===== config.mk =====
export PLATFORM = sky130hd
export DESIGN_NAME = uart_receiver
export DESIGN_NICKNAME = d
export VERILOG_FILES = /design/src/rtl/uart_pkg.sv /design/src/rtl/uart_baud_tick.sv /design/src/rtl/uart_receiver.sv
export SDC_FILE = /design/constraint.sdc
export NUM_CORES = 1
export LEC_CHECK = 0
export BUFFER_PORTS_ARGS = -buffer_cell sky130_fd_sc_hd__buf_2
export CORE_ASPECT_RATIO = 0.9
export CORE_MARGIN = 1
export CORE_UTILIZATION = 50
export DETAILED_ROUTE_END_ITERATION = 10
export GPL_TIMING_DRIVEN = 0
export PLACE_DENSITY_LB_ADDON = 0.15
export SLEW_MARGIN = 20
export SYNTH_ARGS = -nofsm -noshare
export SYNTH_HDL_FRONTEND = slang
export SYNTH_HIERARCHICAL = 1
export SYNTH_SLANG_ARGS = --single-unit
export TNS_END_PERCENT = 10

===== constraint.sdc =====
create_clock -name sysclk -period 2 [get_ports sysclk]
set_input_delay 0.4 -clock sysclk [delete_from_list [all_inputs] [get_ports sysclk]]
set_output_delay 0.4 -clock sysclk [all_outputs]
set_load 0.01 [all_outputs]

===== src/rtl/uart_pkg.sv =====
// -----------------------------------------------------------------------------
// uart_pkg
//   Shared definitions for the 8N1 UART receiver: FSM state encoding,
//   oversampling ratio, data width and the tick indices at which the start,
//   data and stop bits are sampled.
// -----------------------------------------------------------------------------
package uart_pkg;

  typedef enum logic [1:0] {
    ST_IDLE  = 2'd0,
    ST_START = 2'd1,
    ST_DATA  = 2'd2,
    ST_STOP  = 2'd3
  } uart_state_t;

  localparam int OVERSAMPLE = 16;
  localparam int DATA_BITS  = 8;

  // Start bit is checked halfway through (8th tick), data bits and the stop
  // bit on the last tick of each 16-tick bit period.
  localparam logic [3:0] START_SAMPLE_TICK = 4'd7;
  localparam logic [3:0] BIT_SAMPLE_TICK   = 4'(OVERSAMPLE - 1);
  localparam logic [3:0] STOP_SAMPLE_TICK  = 4'd15;
  localparam logic [2:0] LAST_BIT_IDX      = 3'(DATA_BITS - 1);

endpackage


===== src/rtl/uart_baud_tick.sv =====
// -----------------------------------------------------------------------------
// uart_baud_tick
//   Free-running divider producing a one-cycle tick every CLKS_PER_TICK
//   sysclk cycles (16x oversample rate). restart realigns the divider to a
//   detected start edge.
//
// Ports
//   sysclk  : system clock, rising edge
//   reset   : synchronous, active-high
//   restart : clears the divider this cycle
//   tick    : high for one cycle when the divider reaches its terminal count
// -----------------------------------------------------------------------------
module uart_baud_tick #(
  parameter int unsigned CLKS_PER_TICK = 325
) (
  input  logic sysclk,
  input  logic reset,
  input  logic restart,
  output logic tick
);

  localparam logic [15:0] LAST_CNT = 16'(CLKS_PER_TICK - 1);

  logic [15:0] cnt;

  always_ff @(posedge sysclk) begin
    if (reset || restart) begin
      cnt <= '0;
    end else if (cnt == LAST_CNT) begin
      cnt <= '0;
    end else begin
      cnt <= cnt + 16'd1;
    end
  end

  // With CLKS_PER_TICK = 1 the terminal count is 0, so tick is held high.
  assign tick = (cnt == LAST_CNT);

endmodule


===== src/rtl/uart_receiver.sv =====
// -----------------------------------------------------------------------------
// uart_receiver
//   8N1 UART receiver with 16x oversampling. The serial line is
//   synchronised, a falling edge in IDLE starts a frame, the start bit is
//   re-checked mid-bit, eight data bits are shifted in LSB first and the stop
//   bit decides between a good byte (RX_STATUS) and a framing error (RX_FERR).
//
// Ports
//   sysclk    : system clock, rising edge
//   reset     : synchronous, active-high
//   UART_RX   : asynchronous serial input, idle high
//   RX_DATA   : last correctly framed byte, held until the next good frame
//   RX_STATUS : one-cycle pulse, RX_DATA updated
//   RX_FERR   : one-cycle pulse, frame ended with a low stop bit
//   state_dbg : current FSM state, for observation only
//
// Handshake: RX_STATUS and RX_FERR are single-cycle strobes with no ready;
// the consumer must sample RX_DATA on the RX_STATUS cycle or later (it holds).
// -----------------------------------------------------------------------------
module uart_receiver
  import uart_pkg::*;
#(
  parameter int unsigned CLKS_PER_TICK = 325
) (
  input  logic        sysclk,
  input  logic        reset,
  input  logic        UART_RX,
  output logic [7:0]  RX_DATA,
  output logic        RX_STATUS,
  output logic        RX_FERR,
  output uart_state_t state_dbg
);

  // Synchroniser plus one more stage for falling-edge detection.
  logic rx_meta;
  logic rx_s;
  logic rx_d;

  uart_state_t state, state_n;
  logic [3:0]  tick_cnt, tick_cnt_n;
  logic [2:0]  bit_idx, bit_idx_n;
  logic [7:0]  shreg, shreg_n;
  logic [7:0]  rx_data_n;
  logic        status_n;
  logic        ferr_n;
  logic        start_edge;
  logic        tick;

  uart_baud_tick #(
    .CLKS_PER_TICK (CLKS_PER_TICK)
  ) u_baud_tick (
    .sysclk  (sysclk),
    .reset   (reset),
    .restart (start_edge),
    .tick    (tick)
  );

  always_ff @(posedge sysclk) begin
    if (reset) begin
      rx_meta <= 1'b1;
      rx_s    <= 1'b1;
      rx_d    <= 1'b1;
    end else begin
      rx_meta <= UART_RX;
      rx_s    <= rx_meta;
      rx_d    <= rx_s;
    end
  end

  always_ff @(posedge sysclk) begin
    if (reset) begin
      state     <= ST_IDLE;
      tick_cnt  <= '0;
      bit_idx   <= '0;
      shreg     <= '0;
      RX_DATA   <= '0;
      RX_STATUS <= 1'b0;
      RX_FERR   <= 1'b0;
    end else begin
      state     <= state_n;
      tick_cnt  <= tick_cnt_n;
      bit_idx   <= bit_idx_n;
      shreg     <= shreg_n;
      RX_DATA   <= rx_data_n;
      RX_STATUS <= status_n;
      RX_FERR   <= ferr_n;
    end
  end

  always_comb begin
    state_n    = state;
    tick_cnt_n = tick_cnt;
    bit_idx_n  = bit_idx;
    shreg_n    = shreg;
    rx_data_n  = RX_DATA;
    status_n   = 1'b0;
    ferr_n     = 1'b0;
    start_edge = 1'b0;

    unique case (state)
      ST_IDLE: begin
        // A line that is already low (break) gives no edge, so the receiver
        // waits here until the line has been high again.
        if (rx_d && !rx_s) begin
          start_edge = 1'b1;
          state_n    = ST_START;
          tick_cnt_n = '0;
        end
      end

      ST_START: begin
        if (tick) begin
          if (tick_cnt == START_SAMPLE_TICK) begin
            tick_cnt_n = '0;
            bit_idx_n  = '0;
            // High at mid start bit is treated as a glitch.
            state_n    = rx_s ? ST_IDLE : ST_DATA;
          end else begin
            tick_cnt_n = tick_cnt + 4'd1;
          end
        end
      end

      ST_DATA: begin
        if (tick) begin
          // Modulo-16 counter: wraps to 0 on the sampling tick.
          tick_cnt_n = tick_cnt + 4'd1;
          if (tick_cnt == BIT_SAMPLE_TICK) begin
            shreg_n[bit_idx] = rx_s;
            // bit_idx wraps 7->0 exactly as the FSM leaves DATA.
            bit_idx_n = bit_idx + 3'd1;
            if (bit_idx == LAST_BIT_IDX) begin
              state_n = ST_STOP;
            end
          end
        end
      end

      ST_STOP: begin
        if (tick) begin
          if (tick_cnt == STOP_SAMPLE_TICK) begin
            tick_cnt_n = '0;
            state_n    = ST_IDLE;
            if (rx_s) begin
              rx_data_n = shreg;
              status_n  = 1'b1;
            end else begin
              ferr_n = 1'b1;
            end
          end else begin
            tick_cnt_n = tick_cnt + 4'd1;
          end
        end
      end

      default: begin
        state_n = ST_IDLE;
      end
    endcase
  end

  assign state_dbg = state;

endmodule


; ---- After elaboration in Yosys (flattened, before gate mapping)
; Index checks and enable logic that the tools add are counted.
[totals]
ff_bits = 46
out_inout_bits = 12
inputBits = 3
word_cells = 76
[classes]
bitwise_logic = 3
mux = 29
addsub = 3
n_lt_le_gt_ge = 2
n_reduce_logical = 13
n_eq_ne = 15
[op_table]
columns = cell, n
row1 = 4-bit 2-to-1 mux, 6
row2 = 2-bit 2-to-1 mux, 9
row3 = 16-bit by 1-bit adder with 16-bit output (second input constant), 1
row4 = 16-bit by 9-bit equality test with 1-bit output (second input constant), 1
row5 = 2-bit inequality test (second input constant), 8
row6 = 4-bit case mux with 4 select lines, 1
row7 = 3-bit 2-to-1 mux, 4
row8 = 8-bit bitwise mux, 1
row9 = 2-bit case mux with 4 select lines, 1
row10 = 4-bit AND reduction, 2
row11 = 8-bit AND reduction, 1
row12 = 3-bit case mux with 2 select lines, 1
row13 = 1-bit 2-to-1 mux, 5
row14 = 5-bit AND reduction, 1
row15 = 4-bit by 1-bit adder with 4-bit output (second input constant), 1
row16 = 2-bit equality test (second input constant), 2
row17 = 4-bit by 3-bit equality test with 1-bit output (second input constant), 1
row18 = 4-bit equality test (second input constant), 1
row19 = 3-bit by 4-bit < comparator with 1-bit output (second input constant), 1
row20 = 4-bit OR reduction, 1
row21 = 3-bit by 1-bit adder with 3-bit output (second input constant), 1
row22 = 1-bit demux with 3-bit select, 1
row23 = 3-bit equality test (second input constant), 1
row24 = 3-bit by 1-bit >= comparator with 1-bit output (second input constant), 1
row25 = other kinds (9), 12

; ---- Longest topological paths before layout
; Gate-level depths: netlist of the first run.
[depth]
depth_word = 6
mapped_depth = 9
ltp_nobuf = 8

; ---- Modules after synthesis
; The synthesis of the first run kept the hierarchy.
[by_module_without_submodules]
columns = module, cells_per_inst, instances, seq_area_each_um2, area_per_inst_um2
row1 = uart_receiver, 144, 1, 600.6, 1362.6
row2 = uart_baud_tick, 85, 1, 320.3, 753.2

; ---- Least setup slack after synthesis of the first run
; OpenSTA, ideal clock, no wires.
[synth_timing]
path_kind = register -> register
start = register u_baud_tick.cnt[0]
end = register RX_DATA[0]
n_path_buf = 1
path_slack_ns = 0.061
t_arrival_ns = 1.811
setup_time_ns = 0.128
t_required_ns = 1.872
path_stages_with_launch = 10
period_less_slack_ns = 1.939
cell_sequence = dfxtp_1 -> inv_1 -> ha_1 -> and4bb_2 -> and4_4 -> nand3_1 -> or4_4 -> buf_6 -> mux2i_1 -> nor2_1
[synth_between]
elab_chain_cells = 2
[synth_lines]
columns = item, line
row1 = start: declaration, uart_baud_tick.sv:24  ; logic [15:0] cnt;
row2 = start signal: assignment, uart_baud_tick.sv:32  ; cnt <= cnt + 16'd1;
row3 = 16-bit by 9-bit equality test with 1-bit output, uart_baud_tick.sv:37  ; assign tick = (cnt == LAST_CNT);
row4 = named net tick, uart_receiver.sv:47  ; logic tick;
row5 = 4-bit AND reduction (no line), --
row6 = end signal: assignment, uart_receiver.sv:84  ; RX_DATA <= rx_data_n;
row7 = end: declaration, uart_receiver.sv:28  ; output logic [7:0] RX_DATA,
; The timed path passes the listed nets, and every way through them passes these cells.
; A chain may end at the register's enable or synchronous reset.

; ---- Worst setup path in the final report of the first run
[layout_timing]
start = register u_baud_tick.cnt[0]
end = register RX_DATA[1]
; Same word-level chain as after synthesis.

==> impl_metrics.json, run 1 <==
{
  "ys_seq_area_frac": 0.435,
  "start_util": 0.519,
  "fp.dieArea_sq_um": 4500,
  "clk_pin_slew_ns": 0.08,
  "antennaDiodeCount": 0,
  "rsz0062_at_grt": "yes",
  "fin_crit_sh": 1.03,
  "min_path_type": "in2reg",
  "p_leak_nw": 0.958,
  "arrival_ns": 2.24,
  "critPathMaxFanout": 9,
  "core_area_sq_um": 4070,
  "ys.flop_type": "dfxtp_1",
  "fin_ws_ns": -0.0520,
  "cp-start-kind": "flop",
  "slew_viol_final": 0,
  "cts_tree": "built",
  "grt_pass1_vias": 1395,
  "gr-total-overflow": 0,
  "ys_warn_count": 6,
  "crit_path_end_kind": "flop",
  "routed_wl_mm": 3.86,
  "crit_chain": "inv_1 > ha_1 > and4bb_2 > and4_4 > nand3_4 > or4_4 > mux2i_1 > nor2_1",
  "slowest_delay_ns": 0.55,
  "crit_buf_inv": 1,
  "postSynthCellCount": 229,
  "drc": 0,
  "track_usage": 0.191,
  "fp.dieW_um": 70.6,
  "vias": 1575,
  "antenna_found_initial": 0,
  "via_per_inst": 5.27,
  "fin_util": 0.578,
  "synthArstFlopShare": 0,
  "setup-tns-final_ns": -0.313,
  "pin_count": 15,
  "grt_first_pass_wirelength_mm": 6.60,
  "syn_area_sq_um": 2120,
  "clock_tree.root_cell": "clkbuf_8",
  "n_fill_cell": 376,
  "syn2layout_area_growth_pct": 11.3,
  "gp_congestion": 0.815,
  "nNetsFinal": 258,
  "violations": "setup timing",
  "die_h_um": 63.7,
  "cpLargestDelayFamily": "simple AND/OR/NAND/NOR gates",
  "cts_max_path_buffers": 2,
  "crit_required_ns": 2.18,
  "hold_viol_final": 0,
  "io_buffers": 14,
  "status": "finished, violations left",
  "htreeDepth": 2,
  "fin_hold_ws_ns": 0.281,
  "dr.pass1.iters": 4,
  "synthesis.nets": 237,
  "hpwlAfterDp_mm": 2.64,
  "dp_cells": 291,
  "regArea_sq_um": 923,
  "cts.sinks": 46,
  "worst_clock_skew_ns": 0.00704,
  "p_total_mw": 1.59,
  "synth-seq-cells": 46,
  "synth_most_common_cell": "dfxtp_1",
  "timing.fmax_ghz": 0.487,
  "tightest_slew_ns": 0.486,
  "crit_type": "reg2reg",
  "synth-edff-count": 0,
  "cp_slowest_cell": "or4_4",
  "avgSynthCellArea_sq_um": 9.24,
  "p_per_area_nw_per_um2": 677,
  "fin_area_sq_um": 2350,
  "hold_buffers": 0,
  "numCtsBuffers": 5,
  "synth_top_area_frac": 0.435,
  "period_needed_ns": 2.05,
  "drtIter0Drc": 96,
  "drive_gt1_frac": 0.183,
  "post-place-ws_ns": -0.141,
  "multi_input_area_sq_um": 1090,
  "clk_latency_ns": 0.30,
  "fin_cells": 299,
  "synth_largest_area_cell": "dfxtp_1",
  "wire_per_inst_um": 12.9,
  "yosys-top-cells-count": "dfxtp_1 (46), nor2_1 (45), mux2i_1 (20)",
  "yosys-top-cells-area": "dfxtp_1 (44%), mux2i_1 (9.5%), nor2_1 (8.0%)",
  "vdd_drop_max_v": 0.000475,
  "placed_area_sq_um": 2250,
  "fp-row-count": 22,
  "grt_max_degree": 15,
  "cap_violations": 0,
  "slew_headroom": 0.676,
  "ant_nets": 0,
  "setup_viol": 9,
  "yosys.cell_types.count": 43
}
## per-layer routing
layer / vias up / global-route usage / part of all wire
met5: - / 0 / 0
met4: 0 / 0.0975 / 0.019
met3: 7 / 0.0448 / 0.045
met2: 28 / 0.265 / 0.40
met1: 704 / 0.274 / 0.54
li1: 836 / - / -
## timing repair
action                                  in CTS  in global routing
setup buffers                                1                  0
endpoints found under the setup margin      10                 24
resized for setup                            3                  2
pin swaps                                    0                  1
## worst reg2reg max path: stages, from the launching register on
cell,delay (ns)
dfxtp_2,0.35
inv_1,0.06
ha_1,0.16
and4bb_2,0.22
and4_4,0.26
nand3_4,0.09
or4_4,0.55
mux2i_1,0.20
nor2_1,0.05
## final timing paths
path	endpoint	from	cells after the start	slack (ns)
setup / recovery	RX_DATA[1]$_SDFFE_PP0P_	u_baud_tick/cnt[0]$_SDFF_PP0_	8	-0.05
hold / removal	rx_meta$_SDFF_PP1_	UART_RX	2	0.28
setup reg to reg	RX_DATA[1]$_SDFFE_PP0P_	u_baud_tick/cnt[0]$_SDFF_PP0_	8	-0.05
hold reg to reg	rx_s$_SDFF_PP1_	rx_meta$_SDFF_PP1_	1	0.42
## registers in the layout (all words and copies together), names as in the netlist, 3 cells and up, named ones only
name and flops:
u_baud_tick/cnt 16, shreg 8, bit_idx 3, RX_DATA 8
tick_cnt 4
## area by class of cell
| type | count | area share |
|---|---|---|
| Sequential cell | 46 | 0.392 |
| Buffer | 13 | 0.0313 |
| Multi-Input combinational cell | 161 | 0.465 |
| Tap cell | 48 | 0.0255 |
| Clock inverter | 1 | 0.00372 |
| Inverter | 8 | 0.0128 |
| Clock buffer | 7 | 0.0367 |
| Timing Repair Buffer | 15 | 0.0329 |
## cells by family after synthesis
family / count (synthesis) / synth area share
XOR/XNOR: 15 / 0.0621
adder cells (fa/ha/maj): 5 / 0.0296
AO/OA/AOI/OAI: 11 / 0.0367
AND/OR/NAND/NOR: 110 / 0.287
flip-flops: 46 / 0.435
buffers and inverters: 22 / 0.0544
multiplexers: 20 / 0.0946
## cells in the final DEF (no fill, tap or decap), types with 5 or more instances in the layout
master	instances
clkbuf_8	6
nor2_1	44
buf_2	18
nand2_1	9
clkbuf_1	6
mux2i_1	20
nor3_1	6
xnor2_1	11
ha_1	5
dfxtp_1	44
nor4_1	8
nand4_1	7
inv_1	8
nand3_1	9
## report_power, final
part           leakage [nW]  internal [mW]  switching (mW)
Clock                0.0489          0.286           0.312
Sequential            0.372          0.925         0.00655
Combinational         0.537         0.0251          0.0399
Total                 0.958           1.24           0.358
(Power assumes the default switching activity.)
==> run 2, diff against run 1 <==
--- a/config.mk
+++ b/config.mk
@@ -12,6 +12,7 @@
 export DETAILED_ROUTE_END_ITERATION = 10
 export GPL_TIMING_DRIVEN = 0
 export PLACE_DENSITY_LB_ADDON = 0.15
+export SETUP_SLACK_MARGIN = 0.15
 export SLEW_MARGIN = 20
 export SYNTH_ARGS = -nofsm -noshare
 export SYNTH_HDL_FRONTEND = slang
==> constraint.sdc (replaced) <==
create_clock -name sysclk -period 2.05 [get_ports sysclk]
set_input_delay 0.41 -clock sysclk [delete_from_list [all_inputs] [get_ports sysclk]]
set_output_delay 0.41 -clock sysclk [all_outputs]
set_load 0.01 [all_outputs]
==> run 2 against run 1 <==
Against the previous run:
- the flow finishes with violations (DRC, setup timing)
- clock power is 6.2% lower
- wire length rose by 1.5%
- count of clock-buffer cells in the layout down 2
- clock skew increased by 0.0049 ns
- final area increased by 2.7%
- fmax down 0.62%
- die area did not move
- register-to-register slack better by 0.04 ns
- non-clock buffer count up 1
- sequential power fell by 2.4%
==> impl_metrics.json, run 2 (same netlist as run 1, synthesis figures left out) <==
{
  "status": "finished, violations left",
  "violations": "DRC, setup timing",
  "cp_slowest_cell": "or4_4",
  "crit_chain": "inv_1 > ha_1 > and4bb_2 > and4_4 > nand3_4 > or4_4 > buf_6 > mux2i_1 > nor2_1",
  "arrival_ns": 2.25,
  "io_buffers": 14,
  "numCtsBuffers": 5,
  "critPathMaxFanout": 9,
  "fin_ws_ns": -0.0149,
  "slew_headroom": 0.671,
  "syn2layout_area_growth_pct": 14.3,
  "clock_tree.root_cell": "clkbuf_8",
  "track_usage": 0.190,
  "grt_max_degree": 16,
  "clk_pin_slew_ns": 0.09,
  "hpwlAfterDp_mm": 2.62,
  "fin_hold_ws_ns": 0.303,
  "fin_util": 0.593,
  "p_leak_nw": 0.964,
  "cts_max_path_buffers": 2,
  "core_area_sq_um": 4070,
  "hold_buffers": 0,
  "n_fill_cell": 375,
  "antenna_found_initial": 0,
  "timing.fmax_ghz": 0.484,
  "largest_reg_flops": 16,
  "crit_buf_inv": 2,
  "gp_congestion": 0.804,
  "pin_count": 15,
  "fin_cells": 300,
  "antennaDiodeCount": 0,
  "dp_cells": 291,
  "top_register": "u_baud_tick/cnt",
  "crit_type": "reg2reg",
  "start_util": 0.519,
  "cp-start-kind": "flop",
  "ff2ff_path_depth": 9,
  "drc": 4,
  "rsz0062_at_grt": "yes",
  "gr-total-overflow": 0,
  "cap_violations": 0,
  "cts.sinks": 46,
  "wire_per_inst_um": 13.1,
  "min_delay_path_depth": 2,
  "slowest_delay_ns": 0.45,
  "hold_viol_final": 0,
  "clk_latency_ns": 0.30,
  "tightest_slew_ns": 0.494,
  "nNetsFinal": 259,
  "fp-row-count": 22,
  "reg.largest.list": "u_baud_tick/cnt: 16 flops, RX_DATA: 8 flops, shreg: 8 flops",
  "crit_required_ns": 2.24,
  "cp.depth": 9,
  "setup-tns-final_ns": -0.0403,
  "grt_pass1_vias": 1398,
  "vdd_drop_max_v": 0.000443,
  "htreeDepth": 2,
  "cpLargestDelayFamily": "simple AND/OR/NAND/NOR gates",
  "dr.pass1.iters": 7,
  "ant_nets": 0,
  "mostFrequentLayoutCells": "dfxtp_1 (44), nor2_1 (38), mux2i_1 (20)",
  "fin_crit_sh": 1.01,
  "drive_gt1_frac": 0.230,
  "worst_clock_skew_ns": 0.0120,
  "period_needed_ns": 2.06,
  "fp.dieW_um": 70.6,
  "p_total_mw": 1.54,
  "grt_first_pass_wirelength_mm": 6.57,
  "die_h_um": 63.7,
  "fp.dieArea_sq_um": 4500,
  "min_path_type": "in2reg",
  "slew_viol_final": 0,
  "p_per_area_nw_per_um2": 637,
  "crit_path_end_kind": "flop",
  "drtIter0Drc": 115,
  "via_per_inst": 5.25,
  "cts_tree": "built",
  "vias": 1575,
  "final_common_cell": "dfxtp_1",
  "setup_viol": 6,
  "routed_wl_mm": 3.92
}
## run 2: cell type report
cell class | count | area (sq um) | area share
plain buffers | 14 | 93.8 | 0.0388
clock buffers | 5 | 68.8 | 0.0285
clock inverters | 3 | 21.3 | 0.00880
inverters | 8 | 30.0 | 0.0124
multi-input cells | 161 | 1140 | 0.473
flip-flops and latches | 46 | 923 | 0.382
well taps | 48 | 60.1 | 0.0248
repair buffers | 15 | 77.6 | 0.0321
## run 2: where the power goes
group	internal, mW	total, mW	switching, mW	leakage (nW)
clock network	0.240	0.561	0.321	0.0441
registers	0.902	0.909	0.00647	0.372
logic	0.0280	0.0699	0.0420	0.548
## run 2: path summary, 6_finish.rpt
| path | startpoint | end | slack, ns |
|---|---|---|---|
| hold reg to reg | rx_meta$_SDFF_PP1_ | rx_s$_SDFF_PP1_ | 0.42 |
| setup / recovery | u_baud_tick/cnt[0]$_SDFF_PP0_ | RX_DATA[3]$_SDFFE_PP0P_ | -0.01 |
| hold / removal | UART_RX | rx_meta$_SDFF_PP1_ | 0.30 |
| setup reg to reg | u_baud_tick/cnt[0]$_SDFF_PP0_ | RX_DATA[3]$_SDFFE_PP0P_ | -0.01 |
## run 2: through the flow
step	cell area (sq um)	setup slack [ns]
after floorplan	2130	0.151
final	2420	-0.0149
after global placement	2260	-0.0151
after CTS	2390	-0.0123
after global routing	2420	-0.0952
after detailed placement	2260	-0.0284
## run 2: timing repair
item,4_1_cts,5_1_grt
gates resized for setup,8,9
setup buffers,1,0
pin swaps,10,6
endpoints found under the setup margin,13,31
## run 2: per-layer routing
metal,vias to the layer above,wire [um],global-route usage
met2,22,1560,0.277
met4,0,46,0.0575
met5,-,0,0
li1,834,-,-
met3,5,156,0.0512
met1,714,2160,0.272
==> run 3, diff against run 2 <==
==> constraint.sdc (replaced) <==
create_clock -name sysclk -period 2.05 [get_ports sysclk]
set_input_delay 0.1025 -clock sysclk [delete_from_list [all_inputs] [get_ports sysclk]]
set_output_delay 0.1025 -clock sysclk [all_outputs]
set_load 0.01 [all_outputs]
==> run 3 against run 2 <==
Against the previous run:
- the run still ends with DRC, setup timing left
- first-iteration DRC count decreased by 9.6%
- count of clock-buffer cells in the layout unchanged
- worst hold slack got worse by 0.28 ns
- sequential share of layout area decreased by 0.16 points
- global-route usage unchanged
==> impl_metrics.json, run 3 (same netlist as run 1, synthesis figures left out) <==
{
  "via_per_inst": 5.21,
  "ff2ff_path_depth": 9,
  "fp-row-count": 22,
  "worstHoldEndpoint": "rx_d$_SDFF_PP1_",
  "numCtsBuffers": 5,
  "clk_latency_ns": 0.30,
  "grt_first_pass_wirelength_mm": 6.57,
  "tightest_slew_ns": 0.504,
  "io_buffers": 14,
  "critPathMaxFanout": 9,
  "worst_clock_skew_ns": 0.0119,
  "crit_type": "reg2reg",
  "setup-tns-final_ns": -0.0251,
  "top_register": "u_baud_tick/cnt",
  "fin_area_sq_um": 2430,
  "antenna_found_initial": 0,
  "pin_count": 15,
  "r2r_slack_ns": -0.01,
  "track_usage": 0.190,
  "slew_viol_final": 0,
  "r2r_end": "RX_DATA[3]$_SDFFE_PP0P_",
  "cts_tree": "built",
  "cts_max_path_buffers": 2,
  "vdd_drop_max_v": 0.000444,
  "reg.largest.list": "u_baud_tick/cnt: 16 flops, RX_DATA: 8 flops, shreg: 8 flops",
  "grt_max_degree": 16,
  "rsz0062_at_grt": "yes",
  "clk_pin_slew_ns": 0.09,
  "regArea_sq_um": 923,
  "largest_reg_flops": 16,
  "syn2layout_area_growth_pct": 14.7,
  "p_leak_nw": 0.968,
  "die_h_um": 63.7,
  "fp.dieW_um": 70.6,
  "timing.fmax_ghz": 0.484,
  "antennaDiodeCount": 0,
  "hpwlAfterDp_mm": 2.62,
  "hold_viol_final": 0,
  "crit_path_end_kind": "flop",
  "multi_input_area_sq_um": 1140,
  "cts.sinks": 46,
  "htreeDepth": 2,
  "crit_required_ns": 2.24,
  "drtIter0Drc": 104,
  "mostFrequentLayoutCells": "dfxtp_1 (44), nor2_1 (38), mux2i_1 (20)",
  "violations": "DRC, setup timing",
  "start_util": 0.519,
  "min_path_type": "in2reg",
  "routed_wl_mm": 3.93,
  "fin_cells": 301,
  "wire_per_inst_um": 13.0,
  "fin_util": 0.596,
  "core_area_sq_um": 4070,
  "min_delay_path_depth": 2,
  "cp-start-kind": "flop",
  "n_fill_cell": 373,
  "worstHoldStart": "reset",
  "drive_gt1_frac": 0.229,
  "slew_headroom": 0.664,
  "fp.dieArea_sq_um": 4500,
  "nNetsFinal": 260,
  "placed_area_sq_um": 2260,
  "ant_nets": 0,
  "p_total_mw": 1.54,
  "fin_crit_sh": 1.01,
  "dr.pass1.iters": 7,
  "gr-total-overflow": 0,
  "clock_tree.root_cell": "clkbuf_8",
  "fin_ws_ns": -0.0147,
  "cap_violations": 0,
  "p_per_area_nw_per_um2": 635,
  "vias": 1569,
  "arrival_ns": 2.25,
  "setup_viol": 4,
  "grt_pass1_vias": 1398,
  "status": "finished, violations left",
  "dp_cells": 291,
  "rr_startpoint": "u_baud_tick/cnt[0]$_SDFF_PP0_",
  "drc": 4,
  "period_needed_ns": 2.06,
  "final_common_cell": "dfxtp_1",
  "gp_congestion": 0.804
}
[run 3: cell type report]
type	count	share of cell area
repair buffers	16	0.0361
multi-input cells	161	0.471
flip-flops and latches	46	0.380
plain buffers	14	0.0387
well taps	48	0.0247
inverters	8	0.0124
clock inverters	3	0.00876
clock buffers	5	0.0284
[run 3: critical path, cell delays in order, from the launching register on]
cell and delay (ns):
dfxtp_2 0.35, inv_1 0.05, ha_1 0.15, and4bb_2 0.22
and4_4 0.26, nand3_4 0.09, or4_4 0.45, buf_6 0.17
mux2i_1 0.16, nor2_1 0.05
[run 3: repair_timing]
action                     CTS  global route
pin swaps                   10             6
hold buffers                 1             0
resized for setup            8             9
buffers inserted             1             0
hold endpoints to repair     1             0
setup endpoints to repair   13            31
[run 3: metrics by stage]
step	setup WS (ns)	hold slack, ns
floorplan	0.151	0.206
global placement	-0.0151	0.290
CTS	-0.0123	0.0238
global route	-0.0952	0.0308
finish	-0.0147	0.0202
detailed placement	-0.0284	0.292
[run 3: worst max path at each step]
stage / endpoint / from / depth (start not counted)
final: RX_DATA[3]$_SDFFE_PP0P_ / u_baud_tick/cnt[0]$_SDFF_PP0_ / 9
after global routing: RX_DATA[5]$_SDFFE_PP0P_ / u_baud_tick/cnt[0]$_SDFF_PP0_ / 9
after global placement: RX_DATA[5]$_SDFFE_PP0P_ / u_baud_tick/cnt[0]$_SDFF_PP0_ / 9
after detailed placement: RX_DATA[3]$_SDFFE_PP0P_ / u_baud_tick/cnt[1]$_SDFF_PP0_ / 9
after floorplan: RX_DATA[0]$_SDFFE_PP0P_ / u_baud_tick/cnt[0]$_SDFF_PP0_ / 9
after CTS: RX_DATA[3]$_SDFFE_PP0P_ / u_baud_tick/cnt[0]$_SDFF_PP0_ / 9
[run 3: layer usage]
layer / routed length (um) / global-route usage / share of wire / vias to the layer above
met5: 0 / 0 / 0 / -
met4: 46 / 0.0575 / 0.012 / 0
met3: 128 / 0.0512 / 0.033 / 5
met2: 1540 / 0.277 / 0.39 / 19
met1: 2210 / 0.272 / 0.56 / 708
li1: - / - / - / 837
[run 3: power by group]
part / leakage (nW) / switching [mW] / total (mW) / internal [mW]
Combinational: 0.552 / 0.0421 / 0.0713 / 0.0292
Sequential: 0.372 / 0.00644 / 0.909 / 0.902
Clock: 0.0441 / 0.321 / 0.561 / 0.240
